<file path="src/rtl/mpq_cmd_seq_if.sv">
// Host-side command handshake and engine-side dispatch bus for mpq_cmd_seq.
// The master modport is the environment (host plus engine); the slave modport is the sequencer.
interface mpq_cmd_seq_if #(
   parameter int DATA_WIDTH = 8
);
   logic                  host_valid;
   logic [2:0]            host_cmd;
   logic [7:0]            host_index;
   logic [DATA_WIDTH-1:0] host_value;
   logic                  host_ready;
   logic                  busy;
   logic                  cmd_valid;
   logic [2:0]            cmd;
   logic [7:0]            index;
   logic [DATA_WIDTH-1:0] value;

   modport master (
      output host_valid, host_cmd, host_index, host_value, busy,
      input  host_ready, cmd_valid, cmd, index, value
   );

   modport slave (
      input  host_valid, host_cmd, host_index, host_value, busy,
      output host_ready, cmd_valid, cmd, index, value
   );
endinterface

</file>
<file path="src/rtl/mpq_cmd_seq.sv">
// Command FIFO plus dispatch FSM feeding a priority-queue engine one command at a time,
// pacing each dispatch on the engine's busy rise/fall acknowledge.
module mpq_cmd_seq #(
   parameter int DATA_WIDTH = 8,
   parameter int DEPTH      = 4
) (
   input  logic                   clk,
   input  logic                   rst,
   mpq_cmd_seq_if.slave           bus,
   output logic [$clog2(DEPTH):0] fifo_count,
   output logic                   cmd_err,
   output logic [15:0]            issued_cnt
);
   localparam int PTR_W = $clog2(DEPTH);
   localparam int CNT_W = PTR_W + 1;
   localparam int ENT_W = 3 + 8 + DATA_WIDTH;
   localparam logic [CNT_W-1:0] DEPTH_C = CNT_W'(DEPTH);

   typedef enum logic [1:0] {
      IDLE    = 2'd0,
      ISSUE   = 2'd1,
      WAIT_HI = 2'd2,
      WAIT_LO = 2'd3
   } state_t;

   state_t                state_q, state_d;
   logic [ENT_W-1:0]      mem_q [DEPTH];
   logic [PTR_W-1:0]      wr_ptr_q, wr_ptr_d;
   logic [PTR_W-1:0]      rd_ptr_q, rd_ptr_d;
   logic [CNT_W-1:0]      count_q, count_d;
   logic                  cmd_valid_q, cmd_valid_d;
   logic [2:0]            cmd_q, cmd_d;
   logic [7:0]            index_q, index_d;
   logic [DATA_WIDTH-1:0] value_q, value_d;
   logic                  cmd_err_q, cmd_err_d;
   logic [15:0]           issued_q, issued_d;
   logic                  ready_s, push_s, store_s, pop_s;
   logic [ENT_W-1:0]      head_s;

   assign ready_s = (count_q < DEPTH_C);
   assign push_s  = bus.host_valid && ready_s;
   // Illegal codes still complete the handshake so the host never stalls on them.
   assign store_s = push_s && (bus.host_cmd <= 3'd4);
   assign head_s  = mem_q[rd_ptr_q];

   // Next-state, dispatch and FIFO bookkeeping.
   always_comb begin
      state_d     = state_q;
      cmd_valid_d = 1'b0;
      cmd_d       = cmd_q;
      index_d     = index_q;
      value_d     = value_q;
      issued_d    = issued_q;
      cmd_err_d   = push_s && !store_s;
      pop_s       = 1'b0;

      case (state_q)
         IDLE: begin
            if ((count_q != {CNT_W{1'b0}}) && !bus.busy) begin
               state_d                   = ISSUE;
               pop_s                     = 1'b1;
               cmd_valid_d               = 1'b1;
               {cmd_d, index_d, value_d} = head_s;
               issued_d                  = issued_q + 16'd1;
            end else begin
               state_d = IDLE;
            end
         end
         ISSUE:   state_d = WAIT_HI;
         WAIT_HI: begin
            if (bus.busy) state_d = WAIT_LO;
            else          state_d = WAIT_HI;
         end
         WAIT_LO: begin
            if (!bus.busy) state_d = IDLE;
            else           state_d = WAIT_LO;
         end
         default: state_d = IDLE;
      endcase

      if (store_s) wr_ptr_d = wr_ptr_q + PTR_W'(1'b1);
      else         wr_ptr_d = wr_ptr_q;
      if (pop_s)   rd_ptr_d = rd_ptr_q + PTR_W'(1'b1);
      else         rd_ptr_d = rd_ptr_q;

      case ({store_s, pop_s})
         2'b10:   count_d = count_q + CNT_W'(1'b1);
         2'b01:   count_d = count_q - CNT_W'(1'b1);
         default: count_d = count_q;
      endcase
   end

   // State and output registers with synchronous reset.
   always_ff @(posedge clk) begin
      if (rst) begin
         state_q     <= IDLE;
         wr_ptr_q    <= {PTR_W{1'b0}};
         rd_ptr_q    <= {PTR_W{1'b0}};
         count_q     <= {CNT_W{1'b0}};
         cmd_valid_q <= 1'b0;
         cmd_q       <= 3'd0;
         index_q     <= 8'd0;
         value_q     <= {DATA_WIDTH{1'b0}};
         cmd_err_q   <= 1'b0;
         issued_q    <= 16'd0;
      end else begin
         state_q     <= state_d;
         wr_ptr_q    <= wr_ptr_d;
         rd_ptr_q    <= rd_ptr_d;
         count_q     <= count_d;
         cmd_valid_q <= cmd_valid_d;
         cmd_q       <= cmd_d;
         index_q     <= index_d;
         value_q     <= value_d;
         cmd_err_q   <= cmd_err_d;
         issued_q    <= issued_d;
      end
   end

   // FIFO storage; contents are never cleared, the pointers define validity.
   always_ff @(posedge clk) begin
      if (!rst && store_s) begin
         mem_q[wr_ptr_q] <= {bus.host_cmd, bus.host_index, bus.host_value};
      end
   end

   assign bus.host_ready = ready_s;
   assign bus.cmd_valid  = cmd_valid_q;
   assign bus.cmd        = cmd_q;
   assign bus.index      = index_q;
   assign bus.value      = value_q;
   assign fifo_count     = count_q;
   assign cmd_err        = cmd_err_q;
   assign issued_cnt     = issued_q;
endmodule

</file>
<file path="src/flat_wrapper.sv">
// flat-port wrapper written by rule: the top's interface ports become plain ports
module mpq_cmd_seq_flat 
#(
   parameter int DATA_WIDTH = 8,
   parameter int DEPTH      = 4
)
  (clk, rst, fifo_count, cmd_err, issued_cnt, bus_host_valid, bus_host_cmd, bus_host_index, bus_host_value, bus_busy, bus_host_ready, bus_cmd_valid, bus_cmd, bus_index, bus_value);
  mpq_cmd_seq_if #(.DATA_WIDTH(DATA_WIDTH)) bus_i ();
  input  logic clk;
  input  logic rst;
  output logic [$clog2(DEPTH):0] fifo_count;
  output logic cmd_err;
  output logic [15:0] issued_cnt;
  input wire logic [$bits(bus_i.host_valid)-1:0] bus_host_valid;
  input wire logic [$bits(bus_i.host_cmd)-1:0] bus_host_cmd;
  input wire logic [$bits(bus_i.host_index)-1:0] bus_host_index;
  input wire logic [$bits(bus_i.host_value)-1:0] bus_host_value;
  input wire logic [$bits(bus_i.busy)-1:0] bus_busy;
  output wire logic [$bits(bus_i.host_ready)-1:0] bus_host_ready;
  output wire logic [$bits(bus_i.cmd_valid)-1:0] bus_cmd_valid;
  output wire logic [$bits(bus_i.cmd)-1:0] bus_cmd;
  output wire logic [$bits(bus_i.index)-1:0] bus_index;
  output wire logic [$bits(bus_i.value)-1:0] bus_value;
  assign bus_i.host_valid = bus_host_valid;
  assign bus_i.host_cmd = bus_host_cmd;
  assign bus_i.host_index = bus_host_index;
  assign bus_i.host_value = bus_host_value;
  assign bus_i.busy = bus_busy;
  assign bus_host_ready = bus_i.host_ready;
  assign bus_cmd_valid = bus_i.cmd_valid;
  assign bus_cmd = bus_i.cmd;
  assign bus_index = bus_i.index;
  assign bus_value = bus_i.value;
  mpq_cmd_seq #(.DATA_WIDTH(DATA_WIDTH), .DEPTH(DEPTH)) u_core (.clk(clk), .rst(rst), .bus(bus_i), .fifo_count(fifo_count), .cmd_err(cmd_err), .issued_cnt(issued_cnt));
endmodule
</file>
<file path="config.mk">
export PLATFORM = sky130hd
export DESIGN_NAME = mpq_cmd_seq_flat
export DESIGN_NICKNAME = d
export VERILOG_FILES = /design/src/rtl/mpq_cmd_seq_if.sv /design/src/rtl/mpq_cmd_seq.sv /design/src/flat_wrapper.sv
export SDC_FILE = /design/constraint.sdc
export NUM_CORES = 1
export LEC_CHECK = 0
export ABC_AREA = 1
export CAP_MARGIN = 30
export CORE_MARGIN = 2
export CORE_UTILIZATION = 59
export DETAILED_ROUTE_END_ITERATION = 7
export GPL_ROUTABILITY_DRIVEN = 0
export PLACE_DENSITY = 0.82
export SYNTH_ARGS = -nofsm -noshare
export SYNTH_HDL_FRONTEND = slang
export SYNTH_SLANG_ARGS = --single-unit
</file>
<file path="constraint.sdc">
create_clock -name clk -period 5.9 [get_ports clk]
set_clock_uncertainty 0.05 [all_clocks]
set_input_delay 1.18 -clock clk [delete_from_list [all_inputs] [get_ports clk]]
set_output_delay 1.18 -clock clk [all_outputs]
set_load 0.05 [all_outputs]
</file>
==> results.sh, run 1 <==
export IMPL_status="finished, final reports clean"
export IMPL_p_clk_share_pct=36.1
export IMPL_finalNetCount=583
export IMPL_hold_depth=1
export IMPL_avgRoutedWirePerCell_um=16.8
export IMPL_ctsHoldBuffers=0
export IMPL_crit_path_cell_trace="clkdlybuf4s50_1 -> clkinv_1 -> buf_4 -> nand4_1 -> nor2_2"
export IMPL_crit_family="simple AND/OR/NAND/NOR gates"
export IMPL_min_to="u_core.state_q[1]$_SDFF_PP0_"
export IMPL_rsz0062_at_grt="false"
export IMPL_drc=0
export IMPL_power_density_nw_per_um2=468
export IMPL_cts_buffers=17
export IMPL_grt_pass1_vias=3801
export IMPL_synth_xor_area_share_pct=0.177
export IMPL_synthFlopType="edfxtp_1"
export IMPL_num_io_pins=64
export IMPL_cts_sinks=122
export IMPL_slew_headroom_pct=34.0
export IMPL_cts_setup_buffers=0
export IMPL_hold_path_class="flop to flop"
export IMPL_hpwl_um=6470
export IMPL_p_seq_share_pct=36.0
export IMPL_fp_dieW_um=95.6
export IMPL_die_height_um=95.6
export IMPL_swShare_pct=35.3
export IMPL_setup_tns_ns=0
export IMPL_vias=3790
export IMPL_drt_iter0_markers=303
export IMPL_detail_route_antenna_nets=0
export IMPL_cts_tree="yes"
export IMPL_tightest_slew_ns=0.989
export IMPL_internal_power_mw=1.90
export IMPL_cts_resized=0
export IMPL_maxCapViolations=0
export IMPL_grt_max_degree=42
export IMPL_root_buffer="clkbuf_8"
export IMPL_p_sw_mw=1.03
export IMPL_met3_usage_pct=6.88
export IMPL_overflow=0
export IMPL_critPathLaunchType="primary input"
export IMPL_synthTopCellsByArea="edfxtp_1 46%, dfxtp_1 19%, nor2_1 8.3%"
export IMPL_synth_area_sq_um=4950
export IMPL_row_count=33
export IMPL_post_route_period_util_pct=58.2
export IMPL_cp_buffers_inverters=3
export IMPL_met1_usage_pct=31.1
export IMPL_ys_top_cells_by_count="109 x nor2_1, 76 x edfxtp_1, 63 x o21ai_0"
export IMPL_wl_um=11300
export IMPL_cp_depth=5
export IMPL_synthAdderAreaFrac_pct=1.92
export IMPL_die_area_sq_um=9150
export IMPL_endpoint_kind="flop"
export IMPL_fmax_ghz=0.291
export IMPL_clk_path_buf_depth=2
export IMPL_grtUsageMet2_pct=48.8
export IMPL_leakage_nw=2.23
export IMPL_core_area_sq_um=8180
export IMPL_grt_total_usage_pct=27.2
export IMPL_cts_clk_slew_worst_paths_ns=0.06
export IMPL_ys_seq_elements=122
export IMPL_slowest_stage="nor2_2"
export IMPL_fillers=513
export IMPL_grt_pass1_wl_um=18400
export IMPL_antenna_diode_count=0
export IMPL_busiest_layer="met2"
export IMPL_worstPathRequired_ns=5.98
export IMPL_r2r_cells=3
export IMPL_start_util_pct=60.6
export IMPL_vias_per_cell=5.65
export IMPL_slowest_delay_ns=0.87
export IMPL_rr_endpoint="u_core.mem_q[2][18]$_DFFE_PP_"
export IMPL_finalHoldViolations=0
export IMPL_synthSimpleGateAreaFrac_pct=17.2
export IMPL_hold_start="u_core.state_q[0]$_SDFF_PP0_"
export IMPL_synth_cell_type_count=33
export IMPL_fin_crit_ns=3.44
export IMPL_clk_latency_ns=0.52
export IMPL_synth_cells=488
export IMPL_setup_violations=0
export IMPL_io_buffers=63
export IMPL_rrSetupSlack_ns=3.83
export IMPL_ys_warn_count=0
export IMPL_synth_compound_area_share_pct=10.7
export IMPL_synthesis_nets=518
export IMPL_antenna_found_initial=0
export IMPL_synth_top_area_share_pct=46.1
export IMPL_worstSetupPathType="primary input to flop"
export IMPL_htree_num_levels=4
export IMPL_reg2reg_from="u_core.fifo_count[2]$_SDFFE_PP0P_"
export IMPL_synth_area_per_cell_sq_um=10.2
export IMPL_synthMuxAreaShare_pct=0
export IMPL_drive_above_1_share_pct=10.6
export IMPL_power_mw=2.93
export IMPL_place_inst=639
export IMPL_arrival_ns=3.52
export IMPL_path_max_fanout=37
export IMPL_synth_edff_count=76
export IMPL_area_growth_pct=26.4
export IMPL_synthArstFlopShare_pct=0
export IMPL_yosys_area_top_type="edfxtp_1"
export IMPL_final_cells=671
export IMPL_yosysSeqAreaShare_pct=64.7
export IMPL_ir_drop_mv=0.365
export IMPL_synth_most_common_cell="nor2_1"
export IMPL_slew_viol_final=0
export IMPL_firstDrtPassIters=5
export IMPL_share_comb_of_total_power_pct=27.9
export IMPL_synth_top_family_by_area="simple AND/OR/NAND/NOR gates"
flip-flops by register name, indices dropped and copies added, names as in the netlist:
signal	flops
u_core.bus.index	8
u_core.bus.cmd	3
u_core.rd_ptr_q	2
u_core.fifo_count	3
u_core.issued_cnt	16
u_core.bus.value	8
u_core.mem_q	76
u_core.wr_ptr_q	2
u_core.bus.cmd_valid	1
u_core.cmd_err	1
u_core.state_q	2
logic make-up (layout without fill, tap and decap cells):
| group | after synthesis | after routing |
|---|---|---|
| AO/OA/AOI/OAI | 100 | 100 |
| buffers and inverters | 57 | 135 |
| adder cells (fa/ha/maj) | 7 | 7 |
| XOR/XNOR | 1 | 1 |
| flip-flops | 122 | 122 |
| AND/OR/NAND/NOR | 201 | 201 |
final cells by class:
type                    instances  area, sq um  area share [%]
flip-flops and latches        122         3200            51.2
multi-input cells             309         1500            23.9
repair buffers                 69          698            11.2
clock buffers                  18          418            6.67
clock inverters                14          184            2.94
well taps                     105          131            2.10
inverters                      34          128            2.04
metrics by stage:
step	util (%)	setup slack (ns)	hold slack, ns	cell area, sq um
final	76.6	2.46	0.402	6260
after global routing	76.6	2.37	0.419	6260
after CTS	76.6	2.49	0.405	6260
after detailed placement	69.2	2.00	0.398	5660
after global placement	68.7	2.04	0.384	5610
after floorplan	-	2.99	0.372	4950
metal layers:
layer  share of wire (%)  up-vias
met4                 1.7        0
met5                   0        -
met1                  39     1808
met3                 6.2       24
met2                  53      151
li1                    -     1807
layout by cell type (no fill, tap or decap), types with 2 or more instances in the layout:
master and instances:
inv_6 7, nand2_2 3, dfxtp_1 46, edfxtp_1 76
ha_1 6, o22ai_1 19, inv_1 28, o21ai_0 63
nor2_4 2, bufinv_16 3, nor3_1 4, clkbuf_16 16
nor2_2 10, o21ai_1 5, a21oi_1 10, nand3_1 15
nand3b_1 2, inv_2 5, buf_4 3, nor2_1 105
nand2_1 51, buf_8 3, clkdlybuf4s50_1 63, nand4_1 6
power by group through the flow:
| stage | logic, mW | clock network (mW) | registers (mW) |
|---|---|---|---|
| CTS | 0.818 | 1.07 | 1.06 |
| floorplan | 0.359 | 0 | 1.29 |
| global placement | 0.774 | 0 | 1.07 |
| finish | 0.817 | 1.06 | 1.06 |
| global route | 0.878 | 1.11 | 1.07 |
| detailed placement | 0.800 | 0 | 1.07 |
worst max path at each step:
| stage | start | to | slack, ns |
|---|---|---|---|
| 2_1_floorplan | bus_host_cmd[1] | u_core.mem_q[0][0]$_DFFE_PP_ | 2.99 |
| 3_3_place_gp | rst | u_core.mem_q[3][7]$_DFFE_PP_ | 2.04 |
| 3_5_place_dp | rst | u_core.mem_q[2][9]$_DFFE_PP_ | 2.00 |
| 4_1_cts | rst | u_core.mem_q[2][14]$_DFFE_PP_ | 2.49 |
| 5_1_grt | rst | u_core.mem_q[2][13]$_DFFE_PP_ | 2.37 |
| 6_report | rst | u_core.mem_q[2][18]$_DFFE_PP_ | 2.46 |
Power figures use the tool's default switching activity.
==> run 2, diff against run 1 <==
--- a/config.mk
+++ b/config.mk
@@ -8,10 +8,10 @@
 export ABC_AREA = 1
 export CAP_MARGIN = 30
 export CORE_MARGIN = 2
-export CORE_UTILIZATION = 59
+export CORE_UTILIZATION = 49
 export DETAILED_ROUTE_END_ITERATION = 7
 export GPL_ROUTABILITY_DRIVEN = 0
-export PLACE_DENSITY = 0.82
+export PLACE_DENSITY = 0.73
 export SYNTH_ARGS = -nofsm -noshare
 export SYNTH_HDL_FRONTEND = slang
 export SYNTH_SLANG_ARGS = --single-unit
==> constraint.sdc (replaced) <==
create_clock -name clk -period 3.1 [get_ports clk]
set_clock_uncertainty 0.05 [all_clocks]
set_input_delay 0.62 -clock clk [delete_from_list [all_inputs] [get_ports clk]]
set_output_delay 0.62 -clock clk [all_outputs]
set_load 0.05 [all_outputs]
==> run 2 against run 1 <==
  * Register-to-register slack worse by 2.8 ns
  * Non-clock buffer count grew 3
  * Routed wire length down 5.5%
  * Largest power group unchanged
  * Critical path depth decreased by 4
  * Clock-buffer cell count rose by 3
  * First-iteration DRC count shrank 12%
  * Critical path type is now flop to output pin
  * Global-route usage down 7.0 points
  * Critical endpoint is now issued_cnt[5]
  * Cell area hardly changed
  * Flip-flop and latch count did not move
  * Cell count up 4.6%
==> results.sh, run 2 (synthesized netlist as in run 1, its figures left out) <==
export IMPL_slew_headroom_pct=50.8
export IMPL_tightest_slew_ns=0.735
export IMPL_power_density_nw_per_um2=860
export IMPL_p_seq_share_pct=37.1
export IMPL_largest_reg_flops=76
export IMPL_grt_pass1_vias=3637
export IMPL_slowest_stage="clkdlybuf4s50_1"
export IMPL_core_area_sq_um=9770
export IMPL_ir_drop_mv=0.726
export IMPL_drive_above_1_share_pct=10.7
export IMPL_die_height_um=105
export IMPL_final_cell_mix="105 x nor2_1, 76 x edfxtp_1, 63 x o21ai_0, 63 x clkdlybuf4s50_1, 51 x nand2_1"
export IMPL_status="finished, final reports clean"
export IMPL_fp_dieW_um=105
export IMPL_worstSetupPathType="flop to output pin"
export IMPL_cts_sinks=122
export IMPL_drt_iter0_markers=268
export IMPL_top_register="u_core.mem_q"
export IMPL_cp_buffers_inverters=1
export IMPL_final_util_pct=64.0
export IMPL_cts_setup_buffers=0
export IMPL_clk_latency_ns=0.51
export IMPL_internal_power_mw=3.53
export IMPL_start_util_pct=50.7
export IMPL_path_max_fanout=7
export IMPL_arrival_ns=1.85
export IMPL_swShare_pct=34.4
export IMPL_antenna_diode_count=0
export IMPL_cts_resized=0
export IMPL_drc=0
export IMPL_hpwl_um=6290
export IMPL_avgRoutedWirePerCell_um=15.2
export IMPL_wl_um=10700
export IMPL_setup_violations=0
export IMPL_grt_total_usage_pct=20.3
export IMPL_area_growth_pct=26.3
export IMPL_leakage_nw=2.23
export IMPL_fmax_ghz=0.397
export IMPL_slew_viol_final=0
export IMPL_maxCapViolations=0
export IMPL_crit_path_cell_trace="clkdlybuf4s50_1"
export IMPL_final_common_cell="nor2_1"
export IMPL_die_area_sq_um=10900
export IMPL_rsz0062_at_grt="false"
export IMPL_overflow=0
export IMPL_slowest_delay_ns=0.86
export IMPL_cts_buffers=17
export IMPL_io_buffers=63
export IMPL_p_clk_share_pct=34.3
export IMPL_clk_path_buf_depth=2
export IMPL_vias_per_cell=5.30
export IMPL_finalHoldViolations=0
export IMPL_htree_num_levels=4
export IMPL_firstDrtPassIters=5
export IMPL_final_cells=702
export IMPL_grt_max_degree=42
export IMPL_finalNetCount=586
export IMPL_num_io_pins=64
export IMPL_critPathLaunchType="flop"
export IMPL_grt_pass1_wl_um=17400
export IMPL_pre_cts_ws_ns=0.270
export IMPL_cts_tree="yes"
export IMPL_post_route_period_util_pct=81.3
export IMPL_root_buffer="clkbuf_8"
export IMPL_worstPathRequired_ns=2.43
export IMPL_fin_crit_ns=2.52
export IMPL_cts_clk_slew_worst_paths_ns=0.06
export IMPL_setup_tns_ns=0
export IMPL_place_inst=670
export IMPL_vias=3721
export IMPL_crit_family="buffers and inverters"
export IMPL_p_sw_mw=1.85
export IMPL_ctsHoldBuffers=0
export IMPL_endpoint_kind="output pin"
export IMPL_detail_route_antenna_nets=0
export IMPL_hold_path_class="flop to flop"
export IMPL_setup_ws_ns=0.580
export IMPL_row_count=36
export IMPL_share_comb_of_total_power_pct=28.7
export IMPL_antenna_found_initial=0
-- run 2: final cells by class --
class                   instances  area (sq um)
clock buffers                  21           439
clock inverters                11           123
fillers                       770          3520
inverters                      34           128
multi-input cells             309          1500
flip-flops and latches        122          3200
well taps                     133           166
repair buffers                 72           698
-- run 2: routing by layer --
layer  GRT usage [%]  part of all wire (%)  routed length [um]
met5               0                     0                   0
met4            8.78                   1.4                 148
met3            4.62                   4.5                 482
met2            34.8                    52                5510
met1            24.4                    42                4510
-- run 2: power groups by stage --
| stage | Sequential, mW | Clock, mW | Combinational (mW) |
|---|---|---|---|
| floorplan | 2.45 | 0 | 0.683 |
| global placement | 2.02 | 0 | 1.50 |
| detailed placement | 2.02 | 0 | 1.54 |
| CTS | 2.00 | 1.86 | 1.55 |
| global route | 2.01 | 1.94 | 1.66 |
| finish | 1.99 | 1.84 | 1.54 |
-- run 2: through the flow --
step / area [sq um] / hold slack [ns] / power, mW
final: 6260 / 0.398 / 5.38
after floorplan: 4950 / 0.372 / 3.13
after CTS: 6260 / 0.403 / 5.41
after global placement: 5690 / 0.389 / 3.52
after global routing: 6260 / 0.434 / 5.61
after detailed placement: 5690 / 0.402 / 3.57
-- run 2: worst paths after layout --
check	to	cells after the start	slack (ns)	startpoint
worst max-delay path	issued_cnt[5]	1	0.58	u_core.issued_cnt[5]$_SDFFE_PP0N_
worst min-delay path	u_core.state_q[1]$_SDFF_PP0_	1	0.40	u_core.state_q[0]$_SDFF_PP0_
worst max register to register	u_core.fifo_count[2]$_SDFFE_PP0P_	11	1.05	u_core.fifo_count[1]$_SDFFE_PP0P_
worst min register to register	u_core.state_q[1]$_SDFF_PP0_	1	0.40	u_core.state_q[0]$_SDFF_PP0_
==> run 3, diff against run 2 <==
==> constraint.sdc (replaced) <==
create_clock -name clk -period 2.31 [get_ports clk]
set_clock_uncertainty 0.05 [all_clocks]
set_input_delay 0.462 -clock clk [delete_from_list [all_inputs] [get_ports clk]]
set_output_delay 0.462 -clock clk [all_outputs]
set_load 0.05 [all_outputs]
==> run 3 against run 2 <==
  * Clock power rose by 49%
  * Setup slack got worse by 0.51 ns
  * Clock-buffer cell count shrank 3
  * Utilization rose by 1.8 points
  * Cell count increased by 1.4%
  * Non-clock buffer count grew 10
  * Die area stayed put
  * Total power increased by 40%
  * Via count hardly changed
  * Flip-flop and latch count stayed put
  * Largest cell class unchanged
  * Largest power group is now clock
==> results.sh, run 3 (synthesized netlist as in run 1, its figures left out) <==
export IMPL_die_area_sq_um=10900
export IMPL_drive_above_1_share_pct=13.0
export IMPL_die_height_um=105
export IMPL_num_io_pins=64
export IMPL_fin_crit_ns=2.24
export IMPL_fillers=781
export IMPL_cts_buffers=17
export IMPL_worstPathRequired_ns=1.80
export IMPL_path_max_fanout=4
export IMPL_drc=0
export IMPL_vias_per_cell=5.22
export IMPL_hold_depth=1
export IMPL_power_density_nw_per_um2=1170
export IMPL_worstSetupPathType="flop to output pin"
export IMPL_grt_total_usage_pct=21.0
export IMPL_status="finished, final reports clean"
export IMPL_slew_viol_final=0
export IMPL_grt_pass1_wl_um=18000
export IMPL_fp_dieW_um=105
export IMPL_endpoint_kind="output pin"
export IMPL_p_clk_share_pct=36.6
export IMPL_p_seq_share_pct=35.7
export IMPL_overflow=0
export IMPL_pre_cts_ws_ns=-0.173
export IMPL_ir_drop_mv=0.727
export IMPL_setup_ws_ns=0.0709
export IMPL_drt_iter0_markers=184
export IMPL_finalHoldViolations=0
export IMPL_clk_path_buf_depth=2
export IMPL_io_buffers=63
export IMPL_internal_power_mw=4.98
export IMPL_min_to="u_core.state_q[1]$_SDFF_PP0_"
export IMPL_cp_buffers_inverters=1
export IMPL_row_count=36
export IMPL_grt_max_degree=41
export IMPL_core_area_sq_um=9770
export IMPL_cts_tree="yes"
export IMPL_r2r_cells=11
export IMPL_largest_reg_flops=76
export IMPL_place_inst=680
export IMPL_start_util_pct=50.7
export IMPL_avgRoutedWirePerCell_um=15.4
export IMPL_final_util_pct=65.8
export IMPL_antenna_diode_count=0
export IMPL_leakage_nw=2.42
export IMPL_antenna_found_initial=0
export IMPL_rsz0062_at_grt="false"
export IMPL_finalNetCount=596
export IMPL_detail_route_antenna_nets=0
export IMPL_cts_sinks=122
export IMPL_critPathLaunchType="flop"
export IMPL_power_mw=7.53
export IMPL_reg2reg_from="u_core.fifo_count[0]$_SDFFE_PP0P_"
export IMPL_maxCapViolations=0
export IMPL_rrSetupSlack_ns=0.49
export IMPL_crit_path_cell_trace="clkdlybuf4s50_1"
export IMPL_grt_pass1_vias=3689
export IMPL_share_comb_of_total_power_pct=27.7
export IMPL_clk_latency_ns=0.52
export IMPL_slowest_stage="clkdlybuf4s50_1"
export IMPL_arrival_ns=1.73
export IMPL_top_register="u_core.mem_q"
export IMPL_hpwl_um=6780
export IMPL_cts_clk_slew_worst_paths_ns=0.06
export IMPL_htree_num_levels=4
export IMPL_area_growth_pct=29.9
export IMPL_firstDrtPassIters=4
export IMPL_slew_headroom_pct=56.5
export IMPL_tightest_slew_ns=0.652
export IMPL_root_buffer="clkbuf_8"
export IMPL_wl_um=11000
export IMPL_swShare_pct=33.8
export IMPL_final_common_cell="nor2_1"
export IMPL_vias=3718
export IMPL_hold_path_class="flop to flop"
export IMPL_post_route_period_util_pct=96.9
export IMPL_cts_setup_buffers=0
export IMPL_crit_family="buffers and inverters"
export IMPL_p_sw_mw=2.54
export IMPL_fmax_ghz=0.447
export IMPL_setup_violations=0
export IMPL_slowest_delay_ns=0.83
export IMPL_final_cells=712
export IMPL_hold_start="u_core.state_q[0]$_SDFF_PP0_"
export IMPL_rr_endpoint="u_core.fifo_count[2]$_SDFFE_PP0P_"
export IMPL_final_cell_mix="105 x nor2_1, 76 x edfxtp_1, 63 x o21ai_0, 51 x nand2_1, 51 x clkdlybuf4s50_1"
[run 3: changes by cell type in the layout (fill, tap and decap cells not counted), sizes merged]
cell	previous run	this run
dlymetal6s2s	0	5
clkinv	8	7
dlygate4sd2	0	7
buf	9	19
clkbuf	21	18
inv	34	35
clkinvlp	1	2
clkdlybuf4s50	63	51
bufinv	2	4
[run 3: routing by layer]
metal,vias up,wire length (um),global-route usage (%)
met5,-,0,0
met4,0,221,8.20
met3,22,581,5.61
met2,111,5610,36.7
met1,1765,4580,24.6
li1,1820,-,-
[run 3: through the flow]
stage	cell area, sq um	hold WS (ns)	setup TNS [ns]
floorplan	4960	0.372	-0.0777
global placement	5810	0.385	-0.154
detailed placement	5810	0.396	-0.173
CTS	6420	0.401	0
global route	6440	0.428	0
finish	6440	0.400	0
[run 3: final cells by class]
class	count	area, sq um	share of cell area [%]
repair buffers	82	815	12.7
well taps	133	166	2.59
multi-input cells	309	1500	23.3
clock inverters	14	195	3.03
flip-flops and latches	122	3210	49.8
clock buffers	18	428	6.65
inverters	34	128	1.98
[run 3: power groups by stage]
stage          registers, mW  clock network (mW)  logic [mW]
2_1_floorplan           3.29                   0       0.916
3_3_place_gp            2.72                   0        2.06
3_5_place_dp            2.73                   0        2.10
4_1_cts                 2.69                2.77        2.11
5_1_grt                 2.71                2.86        2.27
6_report                2.69                2.75        2.09
[run 3: how the worst max path moves through the flow]
stage / to / from / slack, ns / depth (start not counted)
after floorplan: u_core.mem_q[0][0]$_DFFE_PP_ / u_core.fifo_count[2]$_SDFFE_PP0P_ / -0.001 / 3
after global placement: u_core.fifo_count[2]$_SDFFE_PP0P_ / bus_host_cmd[2] / -0.15 / 10
after detailed placement: u_core.fifo_count[2]$_SDFFE_PP0P_ / bus_host_cmd[2] / -0.17 / 10
after CTS: issued_cnt[0] / u_core.issued_cnt[0]$_SDFFE_PP0N_ / 0.009 / 1
after global routing: issued_cnt[12] / u_core.issued_cnt[12]$_SDFFE_PP0N_ / 0.02 / 1
final: issued_cnt[12] / u_core.issued_cnt[12]$_SDFFE_PP0N_ / 0.07 / 1
[run 3: repair_timing]
item / in CTS / in global routing
resized for setup: 7 / 5
hold buffers: 0 / 0
endpoints found under the setup margin: 7 / 5
[run 3: worst reg2reg max path, cell delays in order, from the launching register on]
cell	delay (ns)
dfxtp_2	0.36
inv_2	0.06
nand2_1	0.05
nor2_1	0.04
nor2_2	0.10
ha_1	0.15
inv_1	0.06
fa_1	0.37
a21oi_1	0.14
o21ai_0	0.11
o21ai_0	0.16
a21oi_1	0.06
